--- config.mk ---
export PLATFORM = sky130hd
export DESIGN_NAME = delay_line_sequencer
export DESIGN_NICKNAME = d
export VERILOG_FILES = /design/src/rtl/delay_line_sequencer.sv
export SDC_FILE = /design/constraint.sdc
export NUM_CORES = 1
export LEC_CHECK = 0
export ABC_AREA = 0
export BUFFER_PORTS_ARGS = -buffer_cell sky130_fd_sc_hd__buf_2
export CAP_MARGIN = 10
export CORE_ASPECT_RATIO = 0.5
export CORE_MARGIN = 5
export CORE_UTILIZATION = 45
export CTS_CLUSTER_DIAMETER = 200
export DETAILED_ROUTE_END_ITERATION = 12
export GPL_TIMING_DRIVEN = 0
export PLACE_DENSITY_LB_ADDON = 0.05
export SLEW_MARGIN = 0
export SYNTH_ARGS = -nofsm -noshare
export SYNTH_HDL_FRONTEND = slang
export SYNTH_SLANG_ARGS = --single-unit
--- constraint.sdc ---
create_clock -name sysclk -period 2.7 [get_ports sysclk]
set_input_delay 0.54 -clock sysclk [delete_from_list [all_inputs] [get_ports sysclk]]
set_output_delay 0.54 -clock sysclk [all_outputs]
set_load 0.01 [all_outputs]
--- src/rtl/delay_line_sequencer.sv ---
// Per-sample delay-path sequencer: ADC capture, shared single-port RAM write/read, DAC load.
// Define ECHO_MIX_EN to output the average of the current and delayed samples instead of the pure delay.
//
// state     | meaning
// ----------+-----------------------------------------------------------
// IDLE      | waiting for a sample tick
// WAIT_ADC  | conversion started, waiting for adc_valid or the timeout
// WRITE     | RAM write of the new sample at wr_ptr
// READ      | RAM read address of the delayed sample presented
// READ_WAIT | RAM read data returning, result registered to the DAC
// OUTPUT    | dac_load pulse, write pointer advances
module delay_line_sequencer #(
  parameter int DATA_W      = 10,
  parameter int ADDR_W      = 13,
  parameter int DLY_SHIFT   = 4,
  parameter int ADC_TIMEOUT = 2000
) (
  input  logic              sysclk,
  input  logic              rst_n,
  input  logic              tick,
  input  logic [8:0]        dly_sel,
  output logic              adc_start,
  input  logic              adc_valid,
  input  logic [DATA_W-1:0] adc_data,
  output logic [ADDR_W-1:0] ram_addr,
  output logic              ram_we,
  output logic [DATA_W-1:0] ram_wdata,
  input  logic [DATA_W-1:0] ram_rdata,
  output logic [DATA_W-1:0] dac_data,
  output logic              dac_load,
  output logic              busy,
  output logic              overrun,
  output logic              adc_timeout
);

  localparam int CNT_W = $clog2(ADC_TIMEOUT + 1);

  typedef enum logic [2:0] {
    IDLE,
    WAIT_ADC,
    WRITE,
    READ,
    READ_WAIT,
    OUTPUT
  } state_t;

  state_t            state;
  logic [ADDR_W-1:0] wr_ptr;
  logic [ADDR_W-1:0] rd_addr;
  logic [8:0]        dly_q;
  logic [DATA_W-1:0] smp;
  logic [DATA_W-1:0] result;
  logic [CNT_W-1:0]  cnt;

  // Modulo-2^ADDR_W subtraction gives the wrap-around read position for free.
  assign rd_addr = wr_ptr - (ADDR_W'(dly_q) << DLY_SHIFT);

`ifdef ECHO_MIX_EN
  logic [DATA_W:0] mix_sum;
  assign mix_sum = {1'b0, smp} + {1'b0, ram_rdata};
  assign result  = mix_sum[DATA_W:1];
`else
  assign result = ram_rdata;
`endif

  always_ff @(posedge sysclk) begin
    if (!rst_n) begin
      state       <= IDLE;
      wr_ptr      <= '0;
      cnt         <= '0;
      dly_q       <= '0;
      smp         <= '0;
      adc_start   <= 1'b0;
      ram_addr    <= '0;
      ram_we      <= 1'b0;
      ram_wdata   <= '0;
      dac_data    <= '0;
      dac_load    <= 1'b0;
      busy        <= 1'b0;
      overrun     <= 1'b0;
      adc_timeout <= 1'b0;
    end else begin
      adc_start <= 1'b0;
      ram_we    <= 1'b0;
      dac_load  <= 1'b0;
      if (tick && state != IDLE) overrun <= 1'b1;

      case (state)
        IDLE: begin
          if (tick) begin
            dly_q     <= dly_sel;
            cnt       <= '0;
            adc_start <= 1'b1;
            busy      <= 1'b1;
            state     <= WAIT_ADC;
          end
        end
        WAIT_ADC: begin
          if (adc_valid) begin
            smp       <= adc_data;
            ram_we    <= 1'b1;
            ram_addr  <= wr_ptr;
            ram_wdata <= adc_data;
            state     <= WRITE;
          end else if (cnt == CNT_W'(ADC_TIMEOUT - 1)) begin
            // No conversion arrived: rewrite the last good sample so the line keeps moving.
            adc_timeout <= 1'b1;
            ram_we      <= 1'b1;
            ram_addr    <= wr_ptr;
            ram_wdata   <= smp;
            state       <= WRITE;
          end else begin
            cnt <= cnt + 1'b1;
          end
        end
        WRITE: begin
          ram_addr <= rd_addr;
          state    <= READ;
        end
        READ: begin
          state <= READ_WAIT;
        end
        READ_WAIT: begin
          dac_data <= result;
          dac_load <= 1'b1;
          state    <= OUTPUT;
        end
        OUTPUT: begin
          wr_ptr <= wr_ptr + 1'b1;
          busy   <= 1'b0;
          state  <= IDLE;
        end
        default: begin
          state <= IDLE;
        end
      endcase
    end
  end

endmodule
==> results of run 1 <==
-- layout make-up --
type | count | area share, %
Multi-Input combinational cell | 328 | 44.15
Clock buffer | 10 | 5.034
Inverter | 13 | 1.028
Tap cell | 117 | 3.084
Sequential cell | 85 | 35.85
Timing Repair Buffer | 69 | 7.275
Buffer | 24 | 2.161
Clock inverter | 6 | 1.423
-- per-stage QoR --
step | area, um^2 | setup slack [ps] | power (mW)
after detailed placement | 4441 | 426.0 | 1.683
after floorplan | 3949 | 714.8 | 1.570
after global placement | 4441 | 415.3 | 1.682
after global routing | 4747 | 292.4 | 3.046
after CTS | 4747 | 481.1 | 2.947
final | 4747 | 454.3 | 2.910
-- worst max-delay path, delay by kind of cell (launching register included) --
family / cells / cell delay, ps
buffers and inverters: 2 / 130
DFF: 1 / 370
adders and majority gates: 2 / 550
AOI/OAI and AO/OA: 5 / 1080
-- path summary, 6_finish.rpt --
path / startpoint / to / slack [ps] / depth (start not counted)
worst max-delay path: wr_ptr[4] / ram_addr[12] / 450 / 9
worst min-delay path: ram_rdata[9] / dac_data[9] / 440 / 3
worst max register to register: wr_ptr[4] / ram_addr[12] / 450 / 9
worst min register to register: dac_data[3] / dac_data[3] / 460 / 2
-- sequential cells by signal, summed over array words and instances, names as in the netlist, 3 cells and up --
name	flops
ram_addr	13
wr_ptr	13
cnt	11
dac_data	10
ram_wdata	10
smp	10
dly_q	9
state	3
-- synthesized netlist by cell type, types with 4 or more instances --
| cell type | n |
|---|---|
| nand3_1 | 9 |
| buf_2 | 4 |
| ha_1 | 10 |
| nor2b_1 | 4 |
| nor2_1 | 13 |
| a21boi_0 | 34 |
| a21oi_1 | 19 |
| dfxtp_1 | 85 |
| mux2i_1 | 23 |
| and3_1 | 8 |
| xnor2_1 | 8 |
| or3_1 | 11 |
| xor2_1 | 6 |
| o21ai_1 | 7 |
| o211a_1 | 11 |
| nand4_1 | 4 |
| o21ai_0 | 11 |
| inv_1 | 13 |
| and2_1 | 13 |
| nand2_1 | 93 |
| clkbuf_1 | 19 |
-- logic make-up (layout without fill, tap and decap cells) --
kind of cell / count (synthesis) / after routing / synth area share [%]
and+or+nand+nor: 177 / 177 / 21.99
AOI/OAI and AO/OA: 102 / 102 / 18.19
DFF: 85 / 85 / 43.09
buffers and inverters: 37 / 122 / 3.834
muxes: 24 / 24 / 6.115
xor gates and xnor gates: 14 / 14 / 3.105
adders and majority gates: 11 / 11 / 3.676
-- cells in the final DEF, fill, tap and decap left out, drive strengths merged, types with 3 or more instances in the layout --
cell / synthesis / final
xor2: 6 / 6
and3: 8 / 8
a21boi: 35 / 35
ha: 10 / 10
inv: 13 / 15
and2: 13 / 13
buf: 5 / 74
nand4: 4 / 4
a21oi: 21 / 21
clkbuf: 19 / 29
xnor2: 8 / 8
or3: 11 / 11
dfxtp: 85 / 85
nor2: 14 / 14
nor2b: 4 / 4
o211a: 11 / 11
or3b: 3 / 3
mux2i: 23 / 23
nor3: 3 / 3
o21ai: 18 / 18
nor3b: 3 / 3
nand3: 9 / 9
nand2: 93 / 93
-- power by group --
| part | internal [mW] | leakage [nW] | switching (mW) | total, mW |
|---|---|---|---|---|
| combinational | 0.140 | 1.19 | 0.192 | 0.332 |
| sequential | 1.30 | 0.689 | 0.0236 | 1.32 |
| clock | 0.746 | 0.145 | 0.509 | 1.26 |
-- metal layers --
layer	track usage (%)	vias to the layer above
met5	0	-
met4	4.080	0
met3	6.834	6
met2	23.92	65
met1	26.69	1525
li1	-	1728
==> out/results.ini, run 1 <==
[status]
outcome = completed

[setup_path]
crit_required_ps = 2920
crit_type = flip-flop to flip-flop
worst-path-max-fanout = 5
crit_path_frequent_cell = inv_1
cp-start-kind = flip-flop
slowest_stage = fa_1
worstPathCellList = inv_1 -> ha_1 -> inv_1 -> fa_1 -> a21o_1 -> a221oi_1 -> a21oi_1 -> o2111ai_1 -> o211ai_1
endpoint_kind = flip-flop
max_stage_delay_ps = 390
cp.arrival_ps = 2460

[power_and_ir_drop]
max-vdd-ir-drop_mv = 0.4178
p_leak_nw = 2.025
power_per_cell_area_nw_per_um2 = 613.1

[cts]
cts_buffers = 9
insertion_delay_ps = 340
cts_resized = 0
cts_setup_buffers = 0
holdBufCountCts = 0
htreeDepth = 3
clock-sinks = 85
path_clk_slew_ps = 70
root_buffer = clkbuf_16
cts_tree = built
clockBufferDepth = 2

[finish]
drive_above_1_share_pct = 17.94
final_util_pct = 55.08
diodes = 0
multi_input_area_um2 = 2096
syn2layout_area_growth_pct = 20.22
seqCellArea_um2 = 1702
n_fill_cell = 808
fin_cells = 652
final_nets = 574

[synthesis]
ys_warn_count = 0
ys_seq_area_share_pct = 43.09
syn_inst = 450
synth_top_area_share_pct = 43.09
async_flop_share_pct = 0
synth-seq-cells = 85
ys.flop_type = dfxtp_1
synth_edf_count = 0
ys_types = 53
ys_top_cells_by_area = dfxtp_1 (43%), nand2_1 (8.8%), a21boi_0 (6.5%), mux2i_1 (5.8%), ha_1 (3.2%)
synthesis.area_um2 = 3949
syn_nets = 494
synth_area_per_cell_um2 = 8.775
synth_top_area_cell = dfxtp_1

[grt]
grt_pass1_wl_mm = 15.54
grt_pass1_vias = 3048
antenna_found_initial = 0
track_usage_pct = 17.86
grt_overflow = 0
grt_max_degree = 16

[floorplan]
die_x_um = 142.5
fp.dieH_um = 76.24
ios = 72
dieArea_um2 = 10860
rows = 24
core_um2 = 8618
start_util_pct = 45.82

[routing]
wl_met1_mm = 4.956
wl_met3_um = 708
met2_length_mm = 3.621
wl_per_cell_um = 14.38
drc = 0
first_pass_iters = 4
viasPerCell = 5.098
top_layer = met4
drtIter0Drc = 114
vias = 3324
routed_wl_mm = 9.376
ant_nets = 0

[timing]
clock_skew_ps = 8.341
max_slew_margin_pct = 50.60
hold_violations = 0
whs_ps = 444.1
worstMarginPinSlew_ps = 736.0
fmax_ghz = 0.4453
setup_viol = 0
slew_violations = 0
rsz0062_at_grt = no
fin_crit_sh_pct = 83.18
fin_tns_setup_ps = 0
period_needed_ps = 2246

[placement]
dp.cells = 636
gp_congestion = 0.8393
portBuffers = 69
dp_hpwl_mm = 6.982

[min_path]
hp-class = input pin to flip-flop

[run]
drv_cap = 0

(Power assumes the default switching activity.)
==> run 2, diff against run 1 <==
- clock period: 2.7 -> 1.8 ns (I/O delays scaled with it)
==> out/results.ini, run 2 (synthesized netlist as in run 1, its figures left out) <==
[status]
outcome = finished with violations
failed_checks = negative setup slack

[finish]
diodes = 0
final_util_pct = 59.64
syn2layout_area_growth_pct = 30.16
mostFrequentLayoutCells = nand2_1 (93), dfxtp_1 (75), buf_2 (69), a21boi_0 (33), mux2i_1 (23)
final_common_cell = nand2_1
fin_cells = 666
reg_top3 = ram_addr (13), wr_ptr (13), cnt (11)
drive_above_1_share_pct = 27.50
fin_area_um2 = 5140
final_nets = 589

[setup_path]
slowest_stage = dfxtp_4
crit_required_ps = 2020
worst-path-max-fanout = 2
worstPathCellList = inv_2 -> ha_4 -> inv_2 -> fa_2 -> a21o_1 -> a221oi_2 -> a21oi_2 -> o2111ai_1 -> o211ai_1
regToRegEndpoint = ram_addr[12]
r2r-start = wr_ptr[4]
max_stage_delay_ps = 350
endpoint_kind = flip-flop
cp-start-kind = flip-flop
ff2ff_setup_slack_ps = -130
crit_path_frequent_cell = inv_2
cp.arrival_ps = 2150
crit_type = flip-flop to flip-flop
ff2ff_path_depth = 9

[timing]
clock_skew_ps = 8.020
rsz0062_at_grt = yes
fmax_ghz = 0.5179
hold_violations = 0
worstMarginPinSlew_ps = 703.5
max_slew_margin_pct = 53.00
fin_crit_sh_pct = 107.3
period_needed_ps = 1931
fin_ws_ps = -130.9
slew_violations = 0
setup_viol = 22
fin_tns_setup_ps = -1190
whs_ps = 262.5

[cts]
clockBufferDepth = 2
cts_tree = built
path_clk_slew_ps = 60
holdBufCountCts = 0
htreeDepth = 3
clock-sinks = 85
insertion_delay_ps = 340
root_buffer = clkbuf_16
cts_buffers = 9

[grt]
track_usage_pct = 18.38
grt_max_degree = 15
grt_pass1_wl_mm = 15.90
grt_pass1_vias = 3109
antenna_found_initial = 0
grt_overflow = 0

[routing]
vias = 3404
routed_wl_mm = 9.929
top_layer = met3
drc = 0
ant_nets = 0
first_pass_iters = 4
wl_per_cell_um = 14.91
wl_met3_um = 800
drtIter0Drc = 190
viasPerCell = 5.111
met2_length_mm = 3.949
wl_met1_mm = 5.179

[min_path]
hp-class = input pin to flip-flop
whs_path_depth = 3
hp-start = ram_rdata[4]
holdPathEnd = dac_data[4]

[floorplan]
ios = 72
start_util_pct = 45.82
core_um2 = 8618
die_x_um = 142.5
rows = 24
dieArea_um2 = 10860
fp.dieH_um = 76.24

[placement]
dp.cells = 636
dp_hpwl_mm = 6.994
placed_cell_area_um2 = 4449
dp_slack_ps = -448.5
gp_congestion = 0.8438
portBuffers = 69

[power_and_ir_drop]
p_total_mw = 4.673
max-vdd-ir-drop_mv = 0.4738
power_per_cell_area_nw_per_um2 = 909.1
p_leak_nw = 2.194

[run]
drv_cap = 0

run 2: where the power goes:
group	leakage, nW	internal (mW)	switching [mW]
logic	1.34	0.271	0.314
registers	0.695	1.95	0.0404
clock network	0.162	1.35	0.751
total	2.19	3.57	1.11
run 2: timing repair:
item | CTS | global route
gates cloned | 2 | 0
pin swaps | 15 | 13
endpoints found under the setup margin | 47 | 71
setup buffers | 10 | 4
gates resized for setup | 40 | 26
run 2: how the worst max path moves through the flow:
stage | start | endpoint | slack, ps | depth (start not counted)
after floorplan | wr_ptr[4] | ram_addr[12] | -70 | 9
after global placement | cnt[0] | ram_wdata[1] | -440 | 7
after detailed placement | cnt[0] | ram_wdata[7] | -450 | 7
after CTS | wr_ptr[4] | ram_addr[12] | -160 | 9
after global routing | wr_ptr[4] | ram_addr[12] | -230 | 9
final | wr_ptr[4] | ram_addr[12] | -130 | 9
run 2: critical path, delay by kind of cell, from the launching register on:
family          cells  cell delay (ps)
buf+inv             2               90
compound gates      5              920
fa+ha+maj           2              450
flops               1              350
run 2: layer usage:
layer | global-route usage (%) | up-vias
li1 | - | 1762
met1 | 27.56 | 1565
met2 | 24.25 | 77
met3 | 7.398 | 0
met4 | 4.080 | 0
met5 | 0 | -
run 2: layout make-up:
| cell class | count | area [um^2] |
|---|---|---|
| clock inverters | 6 | 111.4 |
| flip-flops and latches | 85 | 1719 |
| multi-input cells | 328 | 2237 |
| inverters | 13 | 48.80 |
| repair buffers | 85 | 514.2 |
| plain buffers | 23 | 137.6 |
| well taps | 117 | 146.4 |
| fillers | 806 | 3478 |
| clock buffers | 9 | 225.2 |
==> run 3, diff against run 2 <==
- SKIP_LAST_GASP: default -> 1
==> out/results.ini, run 3 (synthesized netlist as in run 1, its figures left out) <==
[status]
outcome = finished with violations
failed_checks = negative setup slack

[placement]
placed_cell_area_um2 = 4449
gp_congestion = 0.8438
dp.cells = 636
dp_hpwl_mm = 6.994
portBuffers = 69

[cts]
path_clk_slew_ps = 60
cts_buffers = 9
insertion_delay_ps = 340
htreeDepth = 3
root_buffer = clkbuf_16
clockBufferDepth = 2
clock-sinks = 85
cts_tree = built

[setup_path]
worst-path-max-fanout = 2
path_buf_inv = 2
cp-start-kind = flip-flop
crit_type = flip-flop to flip-flop
crit_required_ps = 2010
cp.arrival_ps = 2150
endpoint_kind = flip-flop
path_delay_family = compound AO/OA/AOI/OAI gates
r2r-start = wr_ptr[4]
max_stage_delay_ps = 350
regToRegEndpoint = ram_addr[12]
ff2ff_setup_slack_ps = -140
crit_path_frequent_cell = inv_2
startpoint = wr_ptr[4]
slowest_stage = dfxtp_4
cp-endpoint = ram_addr[12]
worstSetupPathDepth = 9
ff2ff_path_depth = 9
worstPathCellList = inv_2 -> ha_4 -> inv_2 -> fa_2 -> a21o_1 -> a221oi_2 -> a21oi_2 -> o2111ai_1 -> o211ai_1

[finish]
final_util_pct = 59.58
mostFrequentLayoutCells = nand2_1 (93), dfxtp_1 (75), buf_2 (69), a21boi_0 (33), mux2i_1 (23)
fin_cells = 666
reg_top3 = ram_addr (13), wr_ptr (13), cnt (11)
fin_area_um2 = 5135
final_nets = 589
final_common_cell = nand2_1
drive_above_1_share_pct = 27.32
diodes = 0
syn2layout_area_growth_pct = 30.04

[timing]
max_slew_margin_pct = 54.96
slew_violations = 0
fmax_ghz = 0.5167
worstMarginPinSlew_ps = 674.2
clock_skew_ps = 7.119
setup_viol = 21
rsz0062_at_grt = yes
fin_tns_setup_ps = -1208
fin_crit_sh_pct = 107.5
hold_violations = 0
period_needed_ps = 1936
fin_ws_ps = -135.5

[grt]
met2_usage_pct = 24.25
gr-usage-met1_pct = 27.56
track_usage_pct = 18.38
grt_max_degree = 15
grt_overflow = 0
grt_pass1_vias = 3109
grt_pass1_wl_mm = 15.90
grt.met3_usage_pct = 7.398
antenna_found_initial = 0
top_usage_layer = met1

[power_and_ir_drop]
p_leak_nw = 2.194
p_total_mw = 4.661
max-vdd-ir-drop_mv = 0.4698
power_per_cell_area_nw_per_um2 = 907.8

[floorplan]
ios = 72
die_x_um = 142.5
start_util_pct = 45.82
dieArea_um2 = 10860
fp.dieH_um = 76.24
rows = 24
core_um2 = 8618

[routing]
wl_per_cell_um = 14.91
viasPerCell = 5.096
vias = 3394
ant_nets = 0
first_pass_iters = 4
drc = 0
drtIter0Drc = 189
routed_wl_mm = 9.933

[run]
drv_cap = 0

[min_path]
hp-class = input pin to flip-flop

## run 3: final cells by class
type | count | area, um^2
plain buffers | 23 | 137.6
clock buffers | 9 | 225.2
clock inverters | 6 | 111.4
fillers | 806 | 3483
inverters | 13 | 48.80
multi-input cells | 328 | 2232
flip-flops and latches | 85 | 1719
well taps | 117 | 146.4
repair buffers | 85 | 514.2
## run 3: what timing repair did
item                                    4_1_cts  5_1_grt
pin swaps                                    15       13
endpoints found under the hold margin         0        0
hold buffers                                  0        0
cloned                                        2        0
gates resized for setup                      40       24
setup buffers                                10        4
endpoints found under the setup margin       47       71
## run 3: power by group
part	switching [mW]	internal, mW	total (mW)
Clock	0.744	1.35	2.09
Sequential	0.0405	1.95	1.99
Combinational	0.312	0.269	0.580
## run 3: worst min-delay path by stage
| stage | endpoint | cells past startpoint | startpoint |
|---|---|---|---|
| after floorplan | smp[9] | 2 | smp[9] |
| after global placement | smp[6] | 2 | smp[6] |
| after global routing | dac_data[7] | 3 | ram_rdata[7] |
| final | dac_data[4] | 3 | ram_rdata[4] |
| after detailed placement | smp[6] | 2 | smp[6] |
| after CTS | dac_data[9] | 3 | ram_rdata[9] |
## run 3: metal layers
metal	vias up	wire length (um)
met5	-	0
met4	0	0
met3	0	843
met2	85	3886
met1	1547	5202
li1	1762	-
## run 3: worst min-delay path: cells and delay by family
family	cells	cell delay (ps)
AO/OA/AOI/OAI	1	60
buffers and inverters	1	90
AND/OR/NAND/NOR	1	40
## run 3: through the flow
step	setup WS [ps]	hold WS (ps)
2_1_floorplan	-65.97	442.8
5_1_grt	-226.0	250.9
4_1_cts	-164.5	253.2
3_5_place_dp	-448.5	455.4
6_report	-135.5	262.5
3_3_place_gp	-443.9	449.2
